--- src/rtl/uart_buffered_transmitter.sv ---
// UART transmitter fed from a valid/ready FIFO. While the FIFO holds data,
// frames go out back to back with no idle gap between them.
module uart_buffered_transmitter #(
  parameter int CLOCK_FREQUENCY = 100_000_000,
  parameter int BAUD_RATE       = 115200,
  parameter int DATA_WIDTH      = 8,
  parameter int PARITY_MODE     = 0,
  parameter int STOP_BITS       = 1,
  parameter int FIFO_DEPTH      = 16
) (
  input  logic                             clock,
  input  logic                             reset,
  input  logic [DATA_WIDTH-1:0]            data_in,
  input  logic                             data_in_valid,
  output logic                             data_in_ready,
  output logic                             uart_transmit,
  output logic                             busy,
  output logic [$clog2(FIFO_DEPTH+1)-1:0]  fifo_count
);
  localparam int CLOCKS_PER_BIT = CLOCK_FREQUENCY / BAUD_RATE;
  localparam int TIMER_W        = $clog2(CLOCKS_PER_BIT);
  localparam int PTR_W          = $clog2(FIFO_DEPTH);
  localparam int CNT_W          = $clog2(FIFO_DEPTH + 1);
  localparam int BIT_W          = 4;

  typedef enum logic [2:0] {IDLE, START, DATA, PARITY, STOP} state_t;

  // Odd mode makes data+parity carry an odd number of ones, even mode an even number.
  function automatic logic parity_of(input logic [DATA_WIDTH-1:0] d);
    return (PARITY_MODE == 1) ? ~(^d) : (^d);
  endfunction

  logic [DATA_WIDTH-1:0] mem [FIFO_DEPTH];
  logic [PTR_W-1:0]      wr_ptr, rd_ptr;
  logic                  push, pop, empty;
  logic [DATA_WIDTH-1:0] head;

  state_t                state, state_next;
  logic [TIMER_W-1:0]    timer, timer_next;
  logic [BIT_W-1:0]      bit_cnt, bit_cnt_next;
  logic                  line_next, bit_end;
  logic [DATA_WIDTH-1:0] shift, shift_next;
  logic                  par, par_next;

  assign data_in_ready = (fifo_count != CNT_W'(FIFO_DEPTH));
  assign empty         = (fifo_count == '0);
  assign push          = data_in_valid & data_in_ready;
  assign head          = mem[rd_ptr];
  assign busy          = (state != IDLE) | ~empty;

  always_ff @(posedge clock) begin
    if (push) mem[wr_ptr] <= data_in;
  end

  always_ff @(posedge clock) begin
    if (reset) begin
      wr_ptr     <= '0;
      rd_ptr     <= '0;
      fifo_count <= '0;
    end else begin
      if (push) wr_ptr <= wr_ptr + 1'b1;
      if (pop)  rd_ptr <= rd_ptr + 1'b1;
      if (push && !pop)      fifo_count <= fifo_count + 1'b1;
      else if (pop && !push) fifo_count <= fifo_count - 1'b1;
    end
  end

  always_ff @(posedge clock) begin
    if (reset) begin
      state         <= IDLE;
      timer         <= '0;
      bit_cnt       <= '0;
      uart_transmit <= 1'b1;
    end else begin
      state         <= state_next;
      timer         <= timer_next;
      bit_cnt       <= bit_cnt_next;
      uart_transmit <= line_next;
    end
  end

  always_ff @(posedge clock) begin
    shift <= shift_next;
    par   <= par_next;
  end

  always_comb begin
    state_next   = state;
    bit_cnt_next = bit_cnt;
    line_next    = uart_transmit;
    shift_next   = shift;
    par_next     = par;
    pop          = 1'b0;
    bit_end      = (timer == TIMER_W'(CLOCKS_PER_BIT - 1));
    timer_next   = bit_end ? '0 : timer + 1'b1;
    case (state)
      IDLE: begin
        timer_next = '0;
        if (!empty) begin
          pop        = 1'b1;
          shift_next = head;
          par_next   = parity_of(head);
          line_next  = 1'b0;
          state_next = START;
        end
      end
      START: begin
        if (bit_end) begin
          line_next    = shift[0];
          shift_next   = shift >> 1;
          bit_cnt_next = '0;
          state_next   = DATA;
        end
      end
      DATA: begin
        if (bit_end) begin
          if (bit_cnt == BIT_W'(DATA_WIDTH - 1)) begin
            bit_cnt_next = '0;
            if (PARITY_MODE != 0) begin
              line_next  = par;
              state_next = PARITY;
            end else begin
              line_next  = 1'b1;
              state_next = STOP;
            end
          end else begin
            line_next    = shift[0];
            shift_next   = shift >> 1;
            bit_cnt_next = bit_cnt + 1'b1;
          end
        end
      end
      PARITY: begin
        if (bit_end) begin
          line_next    = 1'b1;
          bit_cnt_next = '0;
          state_next   = STOP;
        end
      end
      STOP: begin
        if (bit_end) begin
          if (bit_cnt == BIT_W'(STOP_BITS - 1)) begin
            bit_cnt_next = '0;
            // Chain straight into the next start bit when more data is queued.
            if (!empty) begin
              pop        = 1'b1;
              shift_next = head;
              par_next   = parity_of(head);
              line_next  = 1'b0;
              state_next = START;
            end else begin
              state_next = IDLE;
            end
          end else begin
            bit_cnt_next = bit_cnt + 1'b1;
          end
        end
      end
      default: state_next = IDLE;
    endcase
  end
endmodule

--- config.mk ---
export PLATFORM = sky130hd
export DESIGN_NAME = uart_buffered_transmitter
export DESIGN_NICKNAME = d
export VERILOG_FILES = /design/src/rtl/uart_buffered_transmitter.sv
export SDC_FILE = /design/constraint.sdc
export NUM_CORES = 1
export LEC_CHECK = 0
export ABC_AREA = 1
export BUFFER_PORTS_ARGS = -buffer_cell sky130_fd_sc_hd__buf_2
export CAP_MARGIN = 40
export CORE_MARGIN = 3
export CORE_UTILIZATION = 60
export DETAILED_ROUTE_END_ITERATION = 10
export HOLD_SLACK_MARGIN = 0.08
export PLACE_DENSITY_LB_ADDON = 0.08
export SETUP_SLACK_MARGIN = 0.5
export SLEW_MARGIN = 20
export SYNTH_ARGS = -nofsm -noshare
export SYNTH_HDL_FRONTEND = slang
export SYNTH_SLANG_ARGS = --single-unit
--- constraint.sdc ---
create_clock -name clock -period 3.9 [get_ports clock]
set_input_delay 0.39 -clock clock [delete_from_list [all_inputs] [get_ports clock]]
set_output_delay 0.39 -clock clock [all_outputs]
set_load 0.01 [all_outputs]
Word level (Yosys, flattened, before mapping)
Memory sizes are Yosys's and may differ from the RTL's. A register that Yosys moved wholly into a read port is not among the register bits.
Cells that the tools add are included.

operators by class
  bitwise gates (word level) = 3
  eq/ne operators = 16
  reductions and logical operators = 18
  $add $sub $neg = 6
  multiplexer cells = 40

operators with widths
  kind                                                                 number
  8-bit two-way mux                                                    6
  8-bit one-hot mux with 4 select lines                                1
  4-bit two-way mux                                                    7
  3-bit two-way mux                                                    7
  2-bit inequality test (second input constant)                        8
  3-bit one-hot mux with 5 select lines                                1
  1-bit two-way mux                                                    13
  4-bit by 1-bit adder with 4-bit output (second input constant)       3
  4-bit one-hot mux with 3 select lines                                1
  6-bit AND reduction                                                  2
  10-bit by 1-bit adder with 10-bit output (second input constant)     1
  10-bit == test (second input constant)                               1
  5-bit two-way mux                                                    2
  7-bit AND reduction                                                  1
  3-bit by 2-bit == test with 1-bit output (second input constant)     2
  3-bit nonzero test                                                   2
  5-bit by 1-bit adder with 5-bit output (second input constant)       1
  5-bit zero test                                                      1
  5-bit inequality test (second input constant)                        1
  1-bit one-hot mux with 5 select lines                                1
  5-bit nonzero test                                                   1
  5-bit by 1-bit subtractor with 5-bit output (second input constant)  1
  4-bit by 3-bit == test with 1-bit output (second input constant)     1
  4-bit zero test                                                      1
  15 further kinds                                                     17

word-level totals
  output and inout bits = 8
  memories = 1
  word-level logic and storage cells = 92
  flip-flop bits (word level) = 39
  bits of input ports = 11
  RAM bits = 128

memories
  name  depth  width  read ports  clocked after Yosys merged registers in  wr ports  RTL line  RTL
  mem   16     8      1           1                                        1         33        logic [DATA_WIDTH-1:0] mem [FIFO_DEPTH];

Depth between registers and ports, before layout
  word-level depth = 8
  depth in mapped cells = 15
  gate-level depth less buffers = 15

Worst setup path before layout
No wires, ideal clock.

  kind = register to register
  from = reg timer[0]
  to = reg fifo_count[4]
  setup time = 71 ps
  stages on the path, launching flop included = 16
  data required time = 3829 ps
  setup slack = 1502 ps
  clock period less this slack = 2398 ps
  arrival = 2327 ps
  buffers on the path = 0
  cell sequence = dfxtp_1 > ha_1 > inv_1 > nor2_1 > nand3_4 > o21ai_4 > nand2_1 > ha_1 > inv_1 > ha_1 > nand2_1 > nand2_1 > a21oi_1 > xnor2_1 > nand2_1 > a21oi_1

on the way
  word-level cells in the longest chain between the ends = 6
  elaborated cells between the ends (all ways) = 8
  those cells by class = 1 x eq/ne; 3 x mux; 4 x reduce/logical

ends and longest elaborated chain
  item                                                     RTL line  RTL
  from (decl)                                              39        logic [TIMER_W-1:0] timer, timer_next;
  from (signal assigned)                                   76        timer <= timer_next;
  10-bit == test (*)                                       94        bit_end = (timer == TIMER_W'(CLOCKS_PER_BIT - 1));
  1-bit two-way mux (*)                                    141       if (bit_end) begin
  1-bit one-hot mux with 2 select lines (*)                96        case (state)
  1-bit zero test                                          63        if (push && !pop) fifo_count <= fifo_count + 1'b1;
  1-bit logical AND                                        63
  5-bit two-way mux or 2-bit nonzero test (tied branches)  n/a
  to (signal assigned)                                     63
  to (signal assigned)                                     64        else if (pop && !push) fifo_count <= fifo_count - 1'b1;
  to (decl)                                                18        output logic [$clog2(FIFO_DEPTH+1)-1:0] fifo_count

Mark *: on every way between the ends. The rest lies on a longest branch, timed or not.
A chain may end at the register's enable or synchronous reset.

Final worst setup path
Same ends and word-level chain as after synthesis.

==> PnR_summary.wiki <==
{| class="wikitable"
! Metric !! Value
|-
| Die outline width || 117 um
|-
| Relative slew slack || 0.449
|-
| Post-synthesis net count || 754
|-
| NumNets Final || 768
|-
| Largest fanout on the critical path || 6
|-
| Cell row count || 40
|-
| Violation count after the first detailed-routing iteration || approximately 470
|-
| Average instance area after synthesis || 10.2 sq um
|-
| Combined flip-flop and latch cell area || 0.00479 sq mm
|-
| Post CTS Setup Buffer Count || 0
|-
| Maximum clock frequency || 0.373 GHz
|-
| Slew @ Worst Pin || around 0.82 ns
|-
| Post-Syn Area || 0.00742 sq mm
|-
| Setup total negative slack || 0 ns
|-
| Core Footprint || between 0.01 and 0.015 sq mm
|-
| Number of remaining DRC errors || 0
|-
| Warning count from the yosys run || 0
|-
| Min cycle time layout || about 2.7 ns
|-
| Number of antenna diodes || 0
|-
| Share of final-layout standard cells stronger than drive strength 1 || 0.0913
|-
| Final-report max-slew violation count || 0
|-
| Area growth, synth to finish || 9.93%
|-
| Pin count of the biggest net entering global routing || 71
|-
| Data required, critical path || around 4.3 ns
|-
| Wire length of the first global-routing pass || 24,400 um
|-
| WS Path Type || flop to flop
|-
| Routed len/inst || 17.1 um
|-
| DR vias/cell || 5.59
|-
| Routability cong. || 0.868
|-
| Portion of the clock cycle consumed by the worst path in the final layout || 0.687
|-
| IO buf count || 18
|-
| Vert. Die Dim || 117 um
|-
| Share of synthesized area occupied by flip-flops and latches || 0.644
|-
| Final Total Pwr || 5480 uW
|-
| Worst min-delay path class || input pin to flop
|-
| Combined global-route utilization of all metal layers || 0.241
|-
| Count of endpoints failing setup in the final report || 0
|-
| Area of the die || 0.0137 sq mm
|-
| Fin Clk Skew || 0.00784 ns
|-
| TritonRoute pass-1 iters || 6
|-
| Count of vias placed by the detailed router || 5,162
|-
| Residual overflow from global routing || 0
|-
| Critical path endpoint category || flop
|-
| Antenna violations before repair || 0
|-
| Number of clock sinks seen by CTS || 171
|-
| Total of hold buffers inserted after clock tree synthesis || 0
|-
| Number of different library cells in the post-synthesis netlist || 35
|-
| TritonCTS clock tree || yes
|-
| Reg clk slew, reported paths || approximately 0.060 ns
|-
| Buffer type at the clock tree root || sky130_fd_sc_hd__clkbuf_16
|-
| Yosys reg bits || 171
|-
| Antenna Violating Nets Remaining || 0
|-
| Multi-input gate area in the final layout || ~0.0023 sq mm
|-
| Filler cell count || 892
|-
| Worst supply voltage drop on vdd || 481 uV
|-
| Post_cts resized || 0
|-
| Count of maximum capacitance violations || 0
|-
| Crit path arrival time || 3.04 ns
|-
| Detailed placer's ending HPWL || 9800 um
|-
| Power per standard cell area || 672 mW/mm^2
|-
| Longest Clk Path Bufs || 2
|-
| Vias in the first global route || around 4,800
|-
| Clock buffer count from CTS || 17
|-
| Clock latency of the later-clocked register in the worst-skew pair || between 0.4 and 0.5 ns
|-
| Number of H-tree branching levels || 4
|-
| Setup repair after global routing missed its margin || false
|-
| Initial Utilization || 0.616
|-
| Leakage Power || 0.00304 uW
|-
| Final number of hold-violating endpoints || 0
|-
| Run status || complete, no violations
|-
| Post-Route WL || 15,800 um
|-
| Setup crit start kind || flop
|-
| Number of standard cells after synthesis || 729
|-
| Count of pins on the block boundary || 19
|}
-- cell usage after synthesis, drive strengths merged --
library cell  instances  area share
o21ai                70       0.049
o211ai                6      0.0061
nor2                179       0.093
ha                   13       0.022
xor2                  4      0.0047
edfxtp              136        0.55
nand2                96       0.049
xnor2                 4      0.0047
nand4                 2      0.0017
inv                  52       0.027
nand3                73       0.053
a21boi                1      0.0010
clkinv                1     0.00051
nor3b                 2      0.0020
clkbuf               11      0.0056
fa                    1      0.0027
nor3                  5      0.0034
o21a                  2      0.0020
a21oi                19       0.014
dfxtp                35       0.094
or2                   1     0.00084
buf                  16       0.015
-- layout make-up --
class / instances / area share
inverter: 53 / 0.0247
clock inverter: 12 / 0.0149
clock buffer: 20 / 0.0535
multi-input combinational: 478 / 0.280
sequential: 171 / 0.586
tap: 168 / 0.0258
timing repair buffer: 22 / 0.0144
-- critical path: stages (launching register included) --
cell	delay, ns
sky130_fd_sc_hd__dfxtp_1	0.35
sky130_fd_sc_hd__ha_1	0.21
sky130_fd_sc_hd__inv_1	0.05
sky130_fd_sc_hd__nor2_1	0.21
sky130_fd_sc_hd__nand3_4	0.18
sky130_fd_sc_hd__o21ai_4	0.22
sky130_fd_sc_hd__nand2_1	0.14
sky130_fd_sc_hd__ha_1	0.26
sky130_fd_sc_hd__inv_1	0.14
sky130_fd_sc_hd__ha_1	0.26
sky130_fd_sc_hd__nand2_1	0.08
sky130_fd_sc_hd__nand2_1	0.05
sky130_fd_sc_hd__a21oi_1	0.15
sky130_fd_sc_hd__xnor2_1	0.13
sky130_fd_sc_hd__nand2_1	0.06
sky130_fd_sc_hd__a21oi_1	0.11
-- per-layer routing --
| layer | up-vias | global-route usage | share of wire |
|---|---|---|---|
| met3 | 33 | 0.0530 | 0.073 |
| li1 | 2500 | - | - |
| met1 | 2446 | 0.330 | 0.44 |
| met5 | - | 0 | 0 |
| met4 | 0 | 0.101 | 0.025 |
| met2 | 183 | 0.375 | 0.46 |
-- through the flow --
| stage | area [sq um] | std cells | worst slack [ns] | hold slack, ns | util |
|---|---|---|---|---|---|
| finish | 8160 | 924 | 1.22 | 0.301 | 0.677 |
| global route | 8160 | 924 | 0.978 | 0.310 | 0.677 |
| CTS | 8160 | 924 | 1.21 | 0.290 | 0.677 |
| detailed placement | 7600 | 892 | 1.23 | 0.438 | 0.630 |
| global placement | 7600 | 891 | 1.33 | 0.433 | 0.630 |
| floorplan | 7420 | 729 | 1.50 | 0.418 | - |
-- final timing paths --
check                      startpoint                    endpoint  slack (ns)  cells past startpoint
hold / removal                  reset  fifo_count[4]$_SDFFE_PP0P_        0.30                      2
setup reg to reg  timer[0]$_SDFF_PP0_  fifo_count[4]$_SDFFE_PP0P_        1.22                     15
hold reg to reg   timer[0]$_SDFF_PP0_         timer[0]$_SDFF_PP0_        0.45                      1
setup / recovery  timer[0]$_SDFF_PP0_  fifo_count[4]$_SDFFE_PP0P_        1.22                     15
-- report_power, final --
part / total (uW) / internal, uW / leakage, uW / switching (uW)
Clock: 1610 / 937 / 0.000265 / 672
Combinational: 1630 / 520 / 0.00126 / 1110
Sequential: 2250 / 2160 / 0.00152 / 87.9
-- flip-flops by register name, summed over array words and instances, names as in the netlist, named ones only --
name and cells:
mem 128, timer 10, shift 8, fifo_count 5
bit_cnt 4, rd_ptr 4, wr_ptr 4, state 3
uart_transmit 1
-- placed cells by master, fill, tap and decap left out, types with 3 or more instances in the layout --
cell type,count
sky130_fd_sc_hd__nor2_1,175
sky130_fd_sc_hd__edfxtp_1,136
sky130_fd_sc_hd__nand2_1,94
sky130_fd_sc_hd__nand3_1,69
sky130_fd_sc_hd__o21ai_0,56
sky130_fd_sc_hd__inv_1,45
sky130_fd_sc_hd__dfxtp_1,34
sky130_fd_sc_hd__buf_2,19
sky130_fd_sc_hd__a21oi_1,17
sky130_fd_sc_hd__clkbuf_16,17
sky130_fd_sc_hd__o21ai_1,13
sky130_fd_sc_hd__ha_1,13
sky130_fd_sc_hd__inv_2,6
sky130_fd_sc_hd__o211ai_1,6
sky130_fd_sc_hd__clkinv_1,5
sky130_fd_sc_hd__nor3_1,5
sky130_fd_sc_hd__xor2_1,4
sky130_fd_sc_hd__xnor2_1,4
sky130_fd_sc_hd__nor2_2,3
sky130_fd_sc_hd__nand3_2,3
sky130_fd_sc_hd__clkbuf_1,3
sky130_fd_sc_hd__buf_4,3
-- logic make-up (layout without fill, tap and decap cells) --
family,after synthesis,count (layout),synth area share
xor gates and xnor gates,8,8,0.00944
and+or+nand+nor,358,358,0.203
adders and majority gates,14,14,0.0246
AOI/OAI and AO/OA,98,98,0.0716
buffers and inverters,80,107,0.0474
DFF,171,171,0.644
No activity file was read; power rests on OpenSTA's default activity.
